--- config.mk ---
export PLATFORM = sky130hd
export DESIGN_NAME = im_port_arbiter
export DESIGN_NICKNAME = d
export VERILOG_FILES = /design/src/rtl/im_pkg.sv /design/src/rtl/im_addr_check.sv /design/src/rtl/im_port_arbiter.sv
export SDC_FILE = /design/constraint.sdc
export NUM_CORES = 1
export LEC_CHECK = 0
export ABC_AREA = 1
export CORE_MARGIN = 1
export CORE_UTILIZATION = 41
export CTS_CLUSTER_SIZE = 40
export DETAILED_ROUTE_END_ITERATION = 16
export GPL_TIMING_DRIVEN = 0
export MAX_ROUTING_LAYER = met4
export PLACE_DENSITY = 0.78
export SETUP_SLACK_MARGIN = 0.2
export SLEW_MARGIN = 20
export SYNTH_ARGS = -nofsm -noshare
export SYNTH_HDL_FRONTEND = slang
export SYNTH_HIERARCHICAL = 1
export SYNTH_SLANG_ARGS = --single-unit
--- constraint.sdc ---
create_clock -name clk -period 3 [get_ports clk]
set_input_delay 0.6 -clock clk [delete_from_list [all_inputs] [get_ports clk]]
set_output_delay 0.6 -clock clk [all_outputs]
set_load 0.05 [all_outputs]
--- src/rtl/im_pkg.sv ---
// im_pkg: shared definitions for the instruction-memory side of the core.
//   - IM window (base byte address, size in words)
//   - exception handler entry, shared with the CP0/PC logic
//   - response-state encoding of the IM port arbiter
//   - error data word and DBG starvation limit
package im_pkg;

  localparam logic [31:0] IM_BASE      = 32'h0000_3000;
  localparam int unsigned IM_WORDS     = 4096;
  localparam logic [31:0] HANDLER_ADDR = 32'h0000_4180;

  // Data returned with an error response: MIPS nop.
  localparam logic [31:0] ERR_WORD     = 32'h0000_0000;

  // Consecutive lost cycles after which a waiting DBG request is forced through.
  localparam int unsigned STARVE_MAX   = 4;
  localparam int unsigned STARVE_W     = $clog2(STARVE_MAX + 1);

  // Which requester receives the response presented this cycle.
  typedef enum logic [1:0] {
    IDLE    = 2'd0,
    RSP_IF  = 2'd1,
    RSP_DBG = 2'd2
  } rsp_state_e;

endpackage : im_pkg

--- src/rtl/im_addr_check.sv ---
// im_addr_check: combinational alignment/range check of a byte address
// against a word-addressed memory window [BASE, BASE + 4*WORDS - 1].
//   addr  in  32  byte address to check
//   err   out 1   address misaligned or outside the window
module im_addr_check
  import im_pkg::*;
#(
  parameter logic [31:0] BASE  = IM_BASE,
  parameter int unsigned WORDS = IM_WORDS
) (
  input  logic [31:0] addr,
  output logic        err
);

  localparam logic [32:0] WINDOW_BYTES = 33'(WORDS) << 2;

  // Offset is formed in 33 bits so an address near the top of the 32-bit
  // space cannot wrap back into the window.
  logic [32:0] offset;

  assign offset = {1'b0, addr} - {1'b0, BASE};
  assign err    = (addr[1:0] != 2'b00) | (addr < BASE) | (offset >= WINDOW_BYTES);

endmodule : im_addr_check

--- src/rtl/im_port_arbiter.sv ---
// im_port_arbiter: shares the single combinational IM read port between the
// fetch stage (IF) and the debug/loader port (DBG).
//   clk, rst_n                      clock, async active-low reset
//   if_req_valid/addr, if_req_ready IF request and its grant (combinational)
//   if_rsp_valid/data/err           IF response, one cycle after the grant
//   flush                           IF redirect; kills the IF grant this cycle
//   dbg_req_valid/addr, dbg_req_ready  DBG request and its grant
//   dbg_rsp_valid/data/err          DBG response, one cycle after the grant
//   im_addr, im_data                IM address out / IM data in
// IF normally wins; DBG is forced through after STARVE_MAX consecutive losses.
module im_port_arbiter
  import im_pkg::*;
(
  input  logic        clk,
  input  logic        rst_n,

  input  logic        if_req_valid,
  input  logic [31:0] if_req_addr,
  output logic        if_req_ready,
  output logic        if_rsp_valid,
  output logic [31:0] if_rsp_data,
  output logic        if_rsp_err,
  input  logic        flush,

  input  logic        dbg_req_valid,
  input  logic [31:0] dbg_req_addr,
  output logic        dbg_req_ready,
  output logic        dbg_rsp_valid,
  output logic [31:0] dbg_rsp_data,
  output logic        dbg_rsp_err,

  output logic [31:0] im_addr,
  input  logic [31:0] im_data
);

  rsp_state_e          state_q,     state_d;
  logic [STARVE_W-1:0] starve_q,    starve_d;
  logic [31:0]         addr_hold_q, addr_hold_d;
  logic [31:0]         if_data_q,   if_data_d;
  logic                if_err_q,    if_err_d;
  logic [31:0]         dbg_data_q,  dbg_data_d;
  logic                dbg_err_q,   dbg_err_d;

  logic        if_ok;
  logic        force_dbg;
  logic        if_gnt;
  logic        dbg_gnt;
  logic [31:0] gnt_addr;
  logic        gnt_err;
  logic [31:0] gnt_word;

  // Grant arbitration. Grants are gated by rst_n so neither ready is
  // asserted while the block is held in reset.
  // NOTE: every signal assigned in an always_comb gets a default at the top;
  // a path that leaves one unassigned would infer a latch.
  always_comb begin
    if_ok     = if_req_valid & ~flush;
    force_dbg = dbg_req_valid & (starve_q == STARVE_W'(STARVE_MAX));
    if_gnt    = 1'b0;
    dbg_gnt   = 1'b0;
    if (rst_n) begin
      if (force_dbg)          dbg_gnt = 1'b1;
      else if (if_ok)         if_gnt  = 1'b1;
      else if (dbg_req_valid) dbg_gnt = 1'b1;
    end
  end

  assign gnt_addr      = dbg_gnt ? dbg_req_addr : if_req_addr;
  // Without a grant the last granted address is held so IM does not toggle.
  assign im_addr       = (if_gnt | dbg_gnt) ? gnt_addr : addr_hold_q;
  assign if_req_ready  = if_gnt;
  assign dbg_req_ready = dbg_gnt;

  im_addr_check #(
    .BASE  (IM_BASE),
    .WORDS (IM_WORDS)
  ) u_addr_check (
    .addr (gnt_addr),
    .err  (gnt_err)
  );

  assign gnt_word = gnt_err ? ERR_WORD : im_data;

  // Next-state: response owner, starvation count, held address and the
  // per-requester response payloads (which hold while not valid).
  always_comb begin
    state_d     = IDLE;
    starve_d    = '0;
    addr_hold_d = addr_hold_q;
    if_data_d   = if_data_q;
    if_err_d    = if_err_q;
    dbg_data_d  = dbg_data_q;
    dbg_err_d   = dbg_err_q;

    if (if_gnt) begin
      state_d     = RSP_IF;
      addr_hold_d = gnt_addr;
      if_data_d   = gnt_word;
      if_err_d    = gnt_err;
    end else if (dbg_gnt) begin
      state_d     = RSP_DBG;
      addr_hold_d = gnt_addr;
      dbg_data_d  = gnt_word;
      dbg_err_d   = gnt_err;
    end

    // Count only cycles in which DBG waits and loses; saturate at the limit.
    if (dbg_req_valid && !dbg_gnt) begin
      if (starve_q == STARVE_W'(STARVE_MAX)) starve_d = starve_q;
      else                                   starve_d = starve_q + 1'b1;
    end
  end

  // NOTE: state is updated with non-blocking assignments so every flop
  // samples the pre-edge value of the others, independent of statement order.
  always_ff @(posedge clk or negedge rst_n) begin
    if (!rst_n) begin
      state_q     <= IDLE;
      starve_q    <= '0;
      addr_hold_q <= '0;
      if_data_q   <= '0;
      if_err_q    <= 1'b0;
      dbg_data_q  <= '0;
      dbg_err_q   <= 1'b0;
    end else begin
      state_q     <= state_d;
      starve_q    <= starve_d;
      addr_hold_q <= addr_hold_d;
      if_data_q   <= if_data_d;
      if_err_q    <= if_err_d;
      dbg_data_q  <= dbg_data_d;
      dbg_err_q   <= dbg_err_d;
    end
  end

  assign if_rsp_valid  = (state_q == RSP_IF);
  assign if_rsp_data   = if_data_q;
  assign if_rsp_err    = if_err_q;
  assign dbg_rsp_valid = (state_q == RSP_DBG);
  assign dbg_rsp_data  = dbg_data_q;
  assign dbg_rsp_err   = dbg_err_q;

endmodule : im_port_arbiter
Yosys cells after proc, flatten, opt, wreduce, memory -nomap -nowiden
Cells that the tools add are included.
Cells by class
  add/subtract/negate cells: 2
  order comparisons: 2
  equality and inequality tests: 4
  multiplexer cells: 16
  bitwise operators: 7
  reductions and logical operators: 5
Operators by type and width (count)
  2-to-1 mux 32 bit: 5
  greater-or-equal comparator 33 x 15 -> 1 bit (second input constant): 1
  subtractor 32 x 14 -> 33 bit (second input constant): 1
  less-than comparator 32 x 14 -> 1 bit (second input constant): 1
  2-to-1 mux 1 bit: 7
  2-to-1 mux 3 bit: 2
  2-to-1 mux 2 bit: 2
  nonzero test 2 bit: 2
  adder 3 x 1 -> 3 bit (second input constant): 1
  == test 3 bit (second input constant): 1
  OR 1 bit: 3
  bitwise AND 1 bit: 2
  == test 2 x 1 -> 1 bit (second input constant): 1
  == test 2 bit (second input constant): 1
  != test 2 bit (second input constant): 1
  inverter 1 bit: 2
  AND reduction 2 bit: 1
  logical AND 1 bit: 1
  zero test 1 bit: 1
Word-level totals
  register bits: 103
  bits of input ports: 101
  output and inout port bits: 102
  logic and storage cells: 43

Logic depth before layout (Yosys ltp)
Gate-level depths: netlist of the first run.
  word-level depth: 10
  gate-level depth with buffers: 22
  mapped depth without buffers: 19

Cells and area by module
Netlist of the first run, hierarchy kept.
Modules (own cells, without submodules)
  im_port_arbiter: times used 1, cells an instance 720, area an instance 5143.7 µm², seq. area each 2577.5 µm²
  im_addr_check: times used 1, cells an instance 91, area an instance 412.9 µm², seq. area each 0.0 µm²

Least setup slack after synthesis of the first run
No wires, ideal clock.
  path type: register -> register
  from: reg starve_q[0]
  to: reg if_data_q[22] (netlist: if_rsp_data[22])
  setup time: 0.118 ns
  data arrival time: 2.711 ns
  data required time: 2.882 ns
  path slack: 0.171 ns
  cell stages (with the launch flop): 23
  path buffers: 3
  period minus slack after synthesis: 2.829 ns
  path through: dfrtp_1 inv_1 ha_1 nand2_1 nand3_2 nand2_4 buf_2 nand2_1 and2_1 nor2_4 nand2_2 nor2_4 nand3_1 inv_1 nand3_1 nand3_1 inv_1 nand3_1 clkbuf_1 clkbuf_1 nor2_1 nand2_1 nand2_1
On the way
  longest elaborated chain between the ends: 9
  elaborated cells on any way between the ends: 14
  those cells by class: 1 x add/sub; 2 x order compare; 1 x eq/ne; 6 x mux; 3 x bitwise; 1 x reduce/logical
RTL lines
  from (decl): line im_port_arbiter.sv:37  | logic [STARVE_W-1:0] starve_q, starve_d;
  from (signal assigned): line im_port_arbiter.sv:127  | starve_q <= starve_d;
  == test 3 bit (*): line im_port_arbiter.sv:58  | force_dbg = dbg_req_valid & (starve_q == STARVE_W'(STARVE_MAX));
  bitwise AND 1 bit (*): line im_port_arbiter.sv:58
  2-to-1 mux 1 bit (*): line im_port_arbiter.sv:62  | if (force_dbg) dbg_gnt = 1'b1;
  2-to-1 mux 1 bit (*): line im_port_arbiter.sv:61  | if (rst_n) begin
  2-to-1 mux 32 bit (*): line im_port_arbiter.sv:68  | assign gnt_addr = dbg_gnt ? dbg_req_addr : if_req_addr;
  subtractor 32 x 14 -> 33 bit, or another cell as far along: line im_addr_check.sv:21  | assign offset = {1'b0, addr} - {1'b0, BASE};
  greater-or-equal comparator 33 x 15 -> 1 bit or OR 1 bit (tied branches): line im_addr_check.sv:22  | assign err = (addr[1:0] != 2'b00) | (addr < BASE) | (offset >= WINDOW_BYTES);
  OR 1 bit (*): line im_addr_check.sv:22
  net gnt_err: line im_port_arbiter.sv:49  | logic gnt_err;
  2-to-1 mux 32 bit (*): line im_port_arbiter.sv:82  | assign gnt_word = gnt_err ? ERR_WORD : im_data;
  to (signal assigned): line im_port_arbiter.sv:129  | if_data_q <= if_data_d;
  to (decl): line im_port_arbiter.sv:39  | logic [31:0] if_data_q, if_data_d;
Mark *: on every way through the listed nets, which the timed path passes. The rest lies on a longest branch.
A chain may end at the register's enable or synchronous reset.

Worst setup path in the final report of the first run
  from: reg starve_q[1]
  to: reg if_data_q[2] (netlist: if_rsp_data[2])
Same word-level chain as after synthesis.

==> parameters.txt, run 1 <==
Parameter                              Value

Floorplan
  I/O pin total    203
  Die Y-Extent    118 µm
  Width of the die    118 µm
  Starting density of the core    roughly two fifths
  Core region area    between 10000 and 15000 µm²
  Number of standard-cell rows in the floorplan    between 40 and 50
  Floorplan die area    14000 µm²

Worst setup path
  CP startpoint kind    flip-flop
  Reg2Reg Launch Point    starve_q[1]$_DFFE_PN0P_
  Data arrival time of the critical path    3280 ps
  Top delay family on crit path    simple AND/OR/NAND/NOR gates
  Critical path data required time    roughly 3300 ps
  Start point of the critical path    starve_q[1]$_DFFE_PN0P_
  CP cell instances    inv_1 > ha_2 > nand2_2 > nand3_4 > nand2_8 > buf_8 > nand2_4 > and2_4 > nor2_4 > nand2_2 > nor2_4 > nand2_2 > o21ai_1 > nand2_1 > nor2_2 > nand3_2 > buf_12 > clkbuf_16 > nor2_2 > nand2_1 > nand2_1
  Critical Path Fanout Max    10
  Register-to-register setup slack    approximately 13 ps
  Kind of end point of the critical path    flip-flop
  Number of buffers and inverters on the critical path    4
  Slowest stage cell, crit path    dfrtp_1
  Worst Setup Path Type    reg -> reg
  Crit-path max cell delay    between 300 and 400 ps

Drt
  Average wire per cell in the routed design    ~14 µm
  Ratio of routed vias to standard cells    4.68
  Drt initial violations    ~260
  First-pass DRT Iterations    5
  Number of nets with antenna violations after routing    0
  Number of vias after detailed routing    5714
  Total Routed Length    ~17 mm
  DRC violations left    0

Global routing
  Met3 track demand over resource in global routing    under 10%
  Total track usage    25.0%
  Wire length of the first global-routing pass    roughly 27 mm
  Initial antenna violation count    0
  GR Util met2    between 40% and 50%
  Overflow after GRT    0
  Most Crowded Layer GR    met2
  Vias in the first global route    roughly 5600
  Largest net degree at the start of global routing    39
  Met1 capacity usage during global routing    30.8%

Cells and area
  Fill count    around 1200
  Fraction of final layout cells sized beyond drive strength 1    between 10% and 20%
  Net count reported at finish    between 1000 and 1500
  Post-layout utilization of the core    between 60 and 70%
  Most frequent standard cell in the layout excluding fill and tap cells    nand2_1
  Count of inserted antenna diode cells    0
  Area Growth Syn to Fin    56.2%
  Final design area excluding fillers    slightly below 9000 µm²
  Most used cells in the layout excluding fill and tap cells    nand2_1, clkdlybuf4s50_1, inv_1

Power
  Largest vdd supply drop    0.281 mV
  Clock Power Share    between 30 and 40%
  Reported net switching power    between 1000 and 1500 µW
  Sequential fraction of design power    ~40%
  Power share of the combinational group    a little over a quarter
  Sw Share    between 30% and 40%
  Leakage    0.00472 µW
  Internal power    roughly 2400 µW
  Power per cell area    about 420 nW/µm²

STA
  Final Hold Violating Endpoints    0
  Final worst clock skew    approximately 11 ps
  Total of endpoints with negative setup slack in the final report    0
  Worst slew slack as a fraction of its limit    between 60% and 70%
  Final worst path period share    99.6%
  Max-slew violation count    0
  Total negative slack    0 ps
  Actual transition at the worst max-transition pin    roughly 570 ps
  Hold slack final    approximately 55 ps
  Setup repair after global routing missed its margin    true
  Fin crit period    about 3000 ps
  Highest clock rate    between 0.3 and 0.4 GHz

Yosys
  Proportion of synthesized chip area in sequential cells    roughly 46%
  Synthesis warning total    6
  Synth Register Bits    a little over 100
  Syn_nets    914
  Post-Syn Area    approximately 5600 µm²
  Post-synthesis area per instance    between 6 and 7 µm²
  Post-synth cell types    22
  Post-synthesis cell count    a little over 800

Clock tree
  Bufs on Longest Clock Path    2
  Clock Pin Slew Worst Setup and Hold Paths    80 ps
  Number of buffers inserted during clock tree synthesis    9
  Cell at the root of the clock tree    clkbuf_16
  TritonCTS clock tree    done
  Number of H-tree levels    3
  Number of clock sinks    ~100
  Count of hold buffers inserted by post-cts repair    0
  Source-to-sink clock delay at the later pin of the worst-skew pair    360 ps

Job
  Max-cap check violation count    0

Placed design
  Placer's final routability congestion estimate    slightly below 0.9
  Placed inst area    7830 µm²
  Port-buffer cells    202
  Half-perimeter wire length after placement    roughly 11 mm

Min path
  Class of the most critical hold timing path    in -> async

Status
  Run status    complete, no violations
## state kept, by name, summed over array words and instances (netlist names)
signal and count:
dbg_rsp_data 32, state_q 2, dbg_rsp_err 1, if_rsp_err 1, addr_hold_q 32, if_rsp_data 32
starve_q 3
## metrics by stage
step | std cells | power [µW] | worst slack (ps)
4_1_cts | 1218 | 3730 | 131
2_1_floorplan | 811 | 2090 | 173
3_3_place_gp | 1189 | 2480 | -4990
3_5_place_dp | 1190 | 2490 | -1140
5_1_grt | 1221 | 3850 | -161
6_report | 1221 | 3680 | 12.6
## metal layers
layer / up-vias / part of all wire (%)
li1: 2876 / -
met1: 2607 / 44
met2: 205 / 46
met3: 26 / 7.7
met4: 0 / 2.1
met5: - / 0
## kinds of logic (layout without fill, tap and decap cells)
logic type      count (synthesis)  after routing  share of synthesized area (%)
flops                         103            103                           46.4
buf+inv                       153            387                           10.9
fa+ha+maj                       2              2                          0.450
compound gates                  8              8                          0.743
xor+xnor                        1              1                          0.158
simple gates                  544            544                           41.3
## final timing paths
| path | to | cells after the start |
|---|---|---|
| max in group asynchronous | addr_hold_q[20]$_DFFE_PN0P_ | 2 |
| hold / removal | addr_hold_q[19]$_DFFE_PN0P_ | 1 |
| setup reg to reg | if_rsp_data[2]$_DFFE_PN0P_ | 21 |
| hold reg to reg | addr_hold_q[25]$_DFFE_PN0P_ | 2 |
| setup / recovery | if_rsp_data[2]$_DFFE_PN0P_ | 21 |
| min in group clk | addr_hold_q[25]$_DFFE_PN0P_ | 2 |
## Yosys cell counts
library cell  number  area (µm²)
a21oi_1            1        5.00
a31oi_1            1        6.26
and2_1            33         206
buf_2             23         115
buf_4              1        7.51
clkbuf_1           8        30.0
dfrtp_1          103        2580
ha_1               2        25.0
inv_1            118         443
inv_2              3        11.3
nand2_1          351        1320
nand2_2            4        25.0
nand2_4            1        11.3
nand3_1           79         395
nand3_2            3        30.0
nand4_1            4        25.0
nor2_1            64         240
nor2_2             2        12.5
nor2_4             3        33.8
o21ai_0            4        20.0
o21ai_1            2        10.0
xnor2_1            1        8.76
## power by group through the flow
stage               sequential [µW]  clock, µW  combinational [µW]
detailed placement             1510          0                 979
CTS                            1490       1210                1030
floorplan                      1520          0                 570
finish                         1490       1190                1000
global placement               1510          0                 967
global route                   1490       1280                1080
## worst register-to-register path, cell delays in order (launching register included)
cell	delay [ps]
dfrtp_1	350
inv_1	50
ha_2	200
nand2_2	100
nand3_4	140
nand2_8	140
buf_8	140
nand2_4	50
and2_4	130
nor2_4	190
nand2_2	100
nor2_4	190
nand2_2	80
o21ai_1	130
nand2_1	90
nor2_2	130
nand3_2	110
buf_12	160
clkbuf_16	180
nor2_2	130
nand2_1	60
nand2_1	70
## area by class of cell
type / instances / area, µm² / share of cell area (%)
plain buffers: 32 / 283 / 3.26
clock buffers: 9 / 225 / 2.60
clock inverters: 7 / 86.3 / 0.995
inverters: 121 / 457 / 5.26
multi-input cells: 555 / 2670 / 30.7
flip-flops and latches: 103 / 2580 / 29.7
well taps: 176 / 220 / 2.54
repair buffers: 218 / 2160 / 24.9
## repair_timing
action / 4_1_cts / 5_1_grt
buffers inserted: 6 / 2
pin swaps: 7 / 8
cloned: 6 / 1
hold endpoints to repair: 0 / 0
resized for setup: 202 / 97
setup endpoints to repair: 100 / 100
(Power assumes the default switching activity.)
==> run 2: changes to the inputs <==
- CORE_UTILIZATION: 41 -> 45
- PLACE_DENSITY: 0.78 -> 0.81
- SLEW_MARGIN: 20 -> default
- clock period: 3 -> 3.4 ns (I/O delays scaled with it)
==> run 2 against run 1 <==
Clock power down 8%. First-iteration DRC count up 49%. Worst hold slack better by 83 ps. Non-clock buffer count down 2. Utilization up 5.6 points. Global-route usage up 0.63 points. Setup slack better by 280 ps. Sequential cell count unchanged. Combinational power down 10%. Die area down 8.7%. Critical path type is now in -> out.
==> parameters.txt, run 2 (synthesis gave the netlist of run 1 again) <==
Parameter                              Value

Cells and area
  Net count reported at finish    1141 (was 1143)
  Post-layout utilization of the core    71.1% (was 65.5%)
  Count of inserted antenna diode cells    0 (unchanged)
  Footprint of the flip-flops and latches    2580 µm² (unchanged)
  Most frequent standard cell in the layout excluding fill and tap cells    nand2_1 (unchanged)
  Most used cells in the layout excluding fill and tap cells    nand2_1, clkdlybuf4s50_1, inv_1 (unchanged)
  Area taken by multi-input logic gates    2530 µm² (was 2670 µm²)
  Fill count    951 (was 1150)
  Area Growth Syn to Fin    53.7% (was 56.2%)
  Fraction of final layout cells sized beyond drive strength 1    14.1% (was 16.1%)

Floorplan
  I/O pin total    203 (unchanged)
  Core region area    12000 µm² (was 13200 µm²)
  Starting density of the core    46.3% (was 42.0%)
  Die Y-Extent    113 µm (was 118 µm)
  Number of standard-cell rows in the floorplan    40 (was 42)
  Floorplan die area    12800 µm² (was 14000 µm²)
  Width of the die    113 µm (was 118 µm)

STA
  Hold slack final    138 ps (was 54.5 ps)
  Highest clock rate    around 0.32 GHz
  Actual transition at the worst max-transition pin    547 ps (was 569 ps)
  Total of endpoints with negative setup slack in the final report    0 (unchanged)
  Max-slew violation count    0 (unchanged)
  Worst slew slack as a fraction of its limit    63.4% (was 61.9%)
  Final Hold Violating Endpoints    0 (unchanged)
  Final worst path period share    roughly 91%
  Final worst clock skew    7.05 ps (was 11.5 ps)
  Setup repair after global routing missed its margin    true (unchanged)
  Fin crit period    around 3100 ps

Worst setup path
  Critical path data required time    2720 ps (was 3290 ps)
  Slowest stage cell, crit path    clkdlybuf4s50_1 (was dfrtp_1)
  Kind of end point of the critical path    output pin (was flip-flop)
  Crit-path max cell delay    500 ps (was 350 ps)
  Critical Path Fanout Max    10 (unchanged)
  Reg2Reg Launch Point    starve_q[0]$_DFFE_PN0P_ (was starve_q[1]$_DFFE_PN0P_)
  Data arrival time of the critical path    2430 ps (was 3280 ps)
  CP startpoint kind    input port (was flip-flop)
  Register-to-register setup slack    350 ps (was 10 ps)
  CP cell instances    clkdlybuf4s50_1 > inv_2 > nand3_4 > nand2_8 > buf_4 > nand2_1 > nand3_1 > nand2_1 > clkdlybuf4s15_2 (was inv_1 > ha_2 > nand2_2 > nand3_4 > nand2_8 > buf_8 > nand2_4 > and2_4 > nor2_4 > nand2_2 > nor2_4 > nand2_2 > o21ai_1 > nand2_1 > nor2_2 > nand3_2 > buf_12 > clkbuf_16 > nor2_2 > nand2_1 > nand2_1)
  Endpoint of the worst-slack reg-to-reg timing path    if_rsp_data[30]$_DFFE_PN0P_ (was if_rsp_data[2]$_DFFE_PN0P_)
  Cell type with the highest occurrence count on the critical path    nand2_1
  Worst Setup Path Type    in -> out (was reg -> reg)
  Number of cells on the worst reg-to-reg path    22 (was 21)

Drt
  Drt initial violations    380 (was 255)
  Number of vias after detailed routing    5744 (was 5714)
  Routed length on met3    1.24 mm (was 1.29 mm)
  First-pass DRT Iterations    5 (unchanged)
  Total Routed Length    16.4 mm (was 16.7 mm)
  Ratio of routed vias to standard cells    4.83 (was 4.68)
  Met2 layer wire length in the routed design    7.53 mm (was 7.68 mm)
  Number of nets with antenna violations after routing    0 (unchanged)
  DR top layer    met4 (unchanged)
  Met1 wire length    7.26 mm (was 7.35 mm)
  DRC violations left    0 (unchanged)
  Average wire per cell in the routed design    13.8 µm (was 13.7 µm)

Job
  Max-cap check violation count    0 (unchanged)

Clock tree
  Number of H-tree levels    3 (unchanged)
  TritonCTS clock tree    done (unchanged)
  Source-to-sink clock delay at the later pin of the worst-skew pair    350 ps (was 360 ps)
  Clock Pin Slew Worst Setup and Hold Paths    70 ps (was 80 ps)
  Number of clock sinks    103 (unchanged)
  Number of buffers inserted during clock tree synthesis    9 (unchanged)
  Cell at the root of the clock tree    clkbuf_16 (unchanged)
  Bufs on Longest Clock Path    2 (unchanged)

Placed design
  Half-perimeter wire length after placement    10.9 mm (was 11.3 mm)
  Placer's final routability congestion estimate    0.813 (was 0.882)
  Port-buffer cells    202 (unchanged)

Global routing
  Vias in the first global route    5411 (was 5551)
  Initial antenna violation count    0 (unchanged)
  Overflow after GRT    0 (unchanged)
  Largest net degree at the start of global routing    60 (was 39)
  Total track usage    25.6% (was 25.0%)
  Wire length of the first global-routing pass    25.2 mm (was 26.8 mm)

Power
  Leakage    0.00466 µW (was 0.00472 µW)
  Largest vdd supply drop    0.294 mV (was 0.281 mV)
  Power per cell area    387 nW/µm² (was 424 nW/µm²)

Status
  Run status    complete, no violations (unchanged)

Min path
  Class of the most critical hold timing path    in -> async (unchanged)
run 2: repair_timing:
item / in CTS / in global routing
buffers inserted: 2 / 6
pin swaps: 1 / 7
hold buffers: 0 / 0
endpoints found under the setup margin: 100 / 100
gates cloned: 1 / 4
gates resized for setup: 117 / 101
run 2: how the worst max path moves through the flow:
stage | cells past startpoint | start | endpoint
global route | 21 | starve_q[0]$_DFFE_PN0P_ | if_rsp_data[2]$_DFFE_PN0P_
finish | 9 | flush | im_addr[31]
global placement | 20 | rst_n | dbg_rsp_data[29]$_DFFE_PN0P_
CTS | 20 | flush | dbg_rsp_data[16]$_DFFE_PN0P_
detailed placement | 21 | rst_n | dbg_rsp_data[29]$_DFFE_PN0P_
floorplan | 20 | flush | if_rsp_data[22]$_DFFE_PN0P_
run 2: per-layer routing:
metal  vias to the layer above  GRT usage (%)
met1                      2627           31.5
met5                         -              -
met2                       227           41.5
met3                        29           5.30
li1                       2861              -
met4                         0           10.2
run 2: power by group:
part	switching, µW	total (µW)	internal [µW]
clock network	491	1100	605
logic	563	897	335
registers	21.0	1310	1290
run 2: area by class of cell:
class / count / share of cell area (%)
buffer: 32 / 2.75
clock buffer: 10 / 2.80
clock inverter: 6 / 0.879
inverter: 121 / 5.35
multi-input combinational: 555 / 29.6
sequential: 103 / 30.2
tap: 147 / 2.15
timing repair buffer: 216 / 26.3
run 2: worst max-delay path: cells and delay by family:
family / cells / cell delay (ps)
simple gates: 5 / 590
buf+inv: 4 / 1130
run 2: stage by stage:
step           cells  cell area [µm²]  power, µW  setup TNS, ps  worst slack [ps]
2_1_floorplan    811             5560       1850              0               540
3_3_place_gp    1160             7760       2190        -801080             -4680
3_5_place_dp    1161             7790       2200         -92960             -1140
4_1_cts         1180             8240       3290              0               129
5_1_grt         1190             8540       3450              0              92.1
6_report        1190             8540       3300              0               295
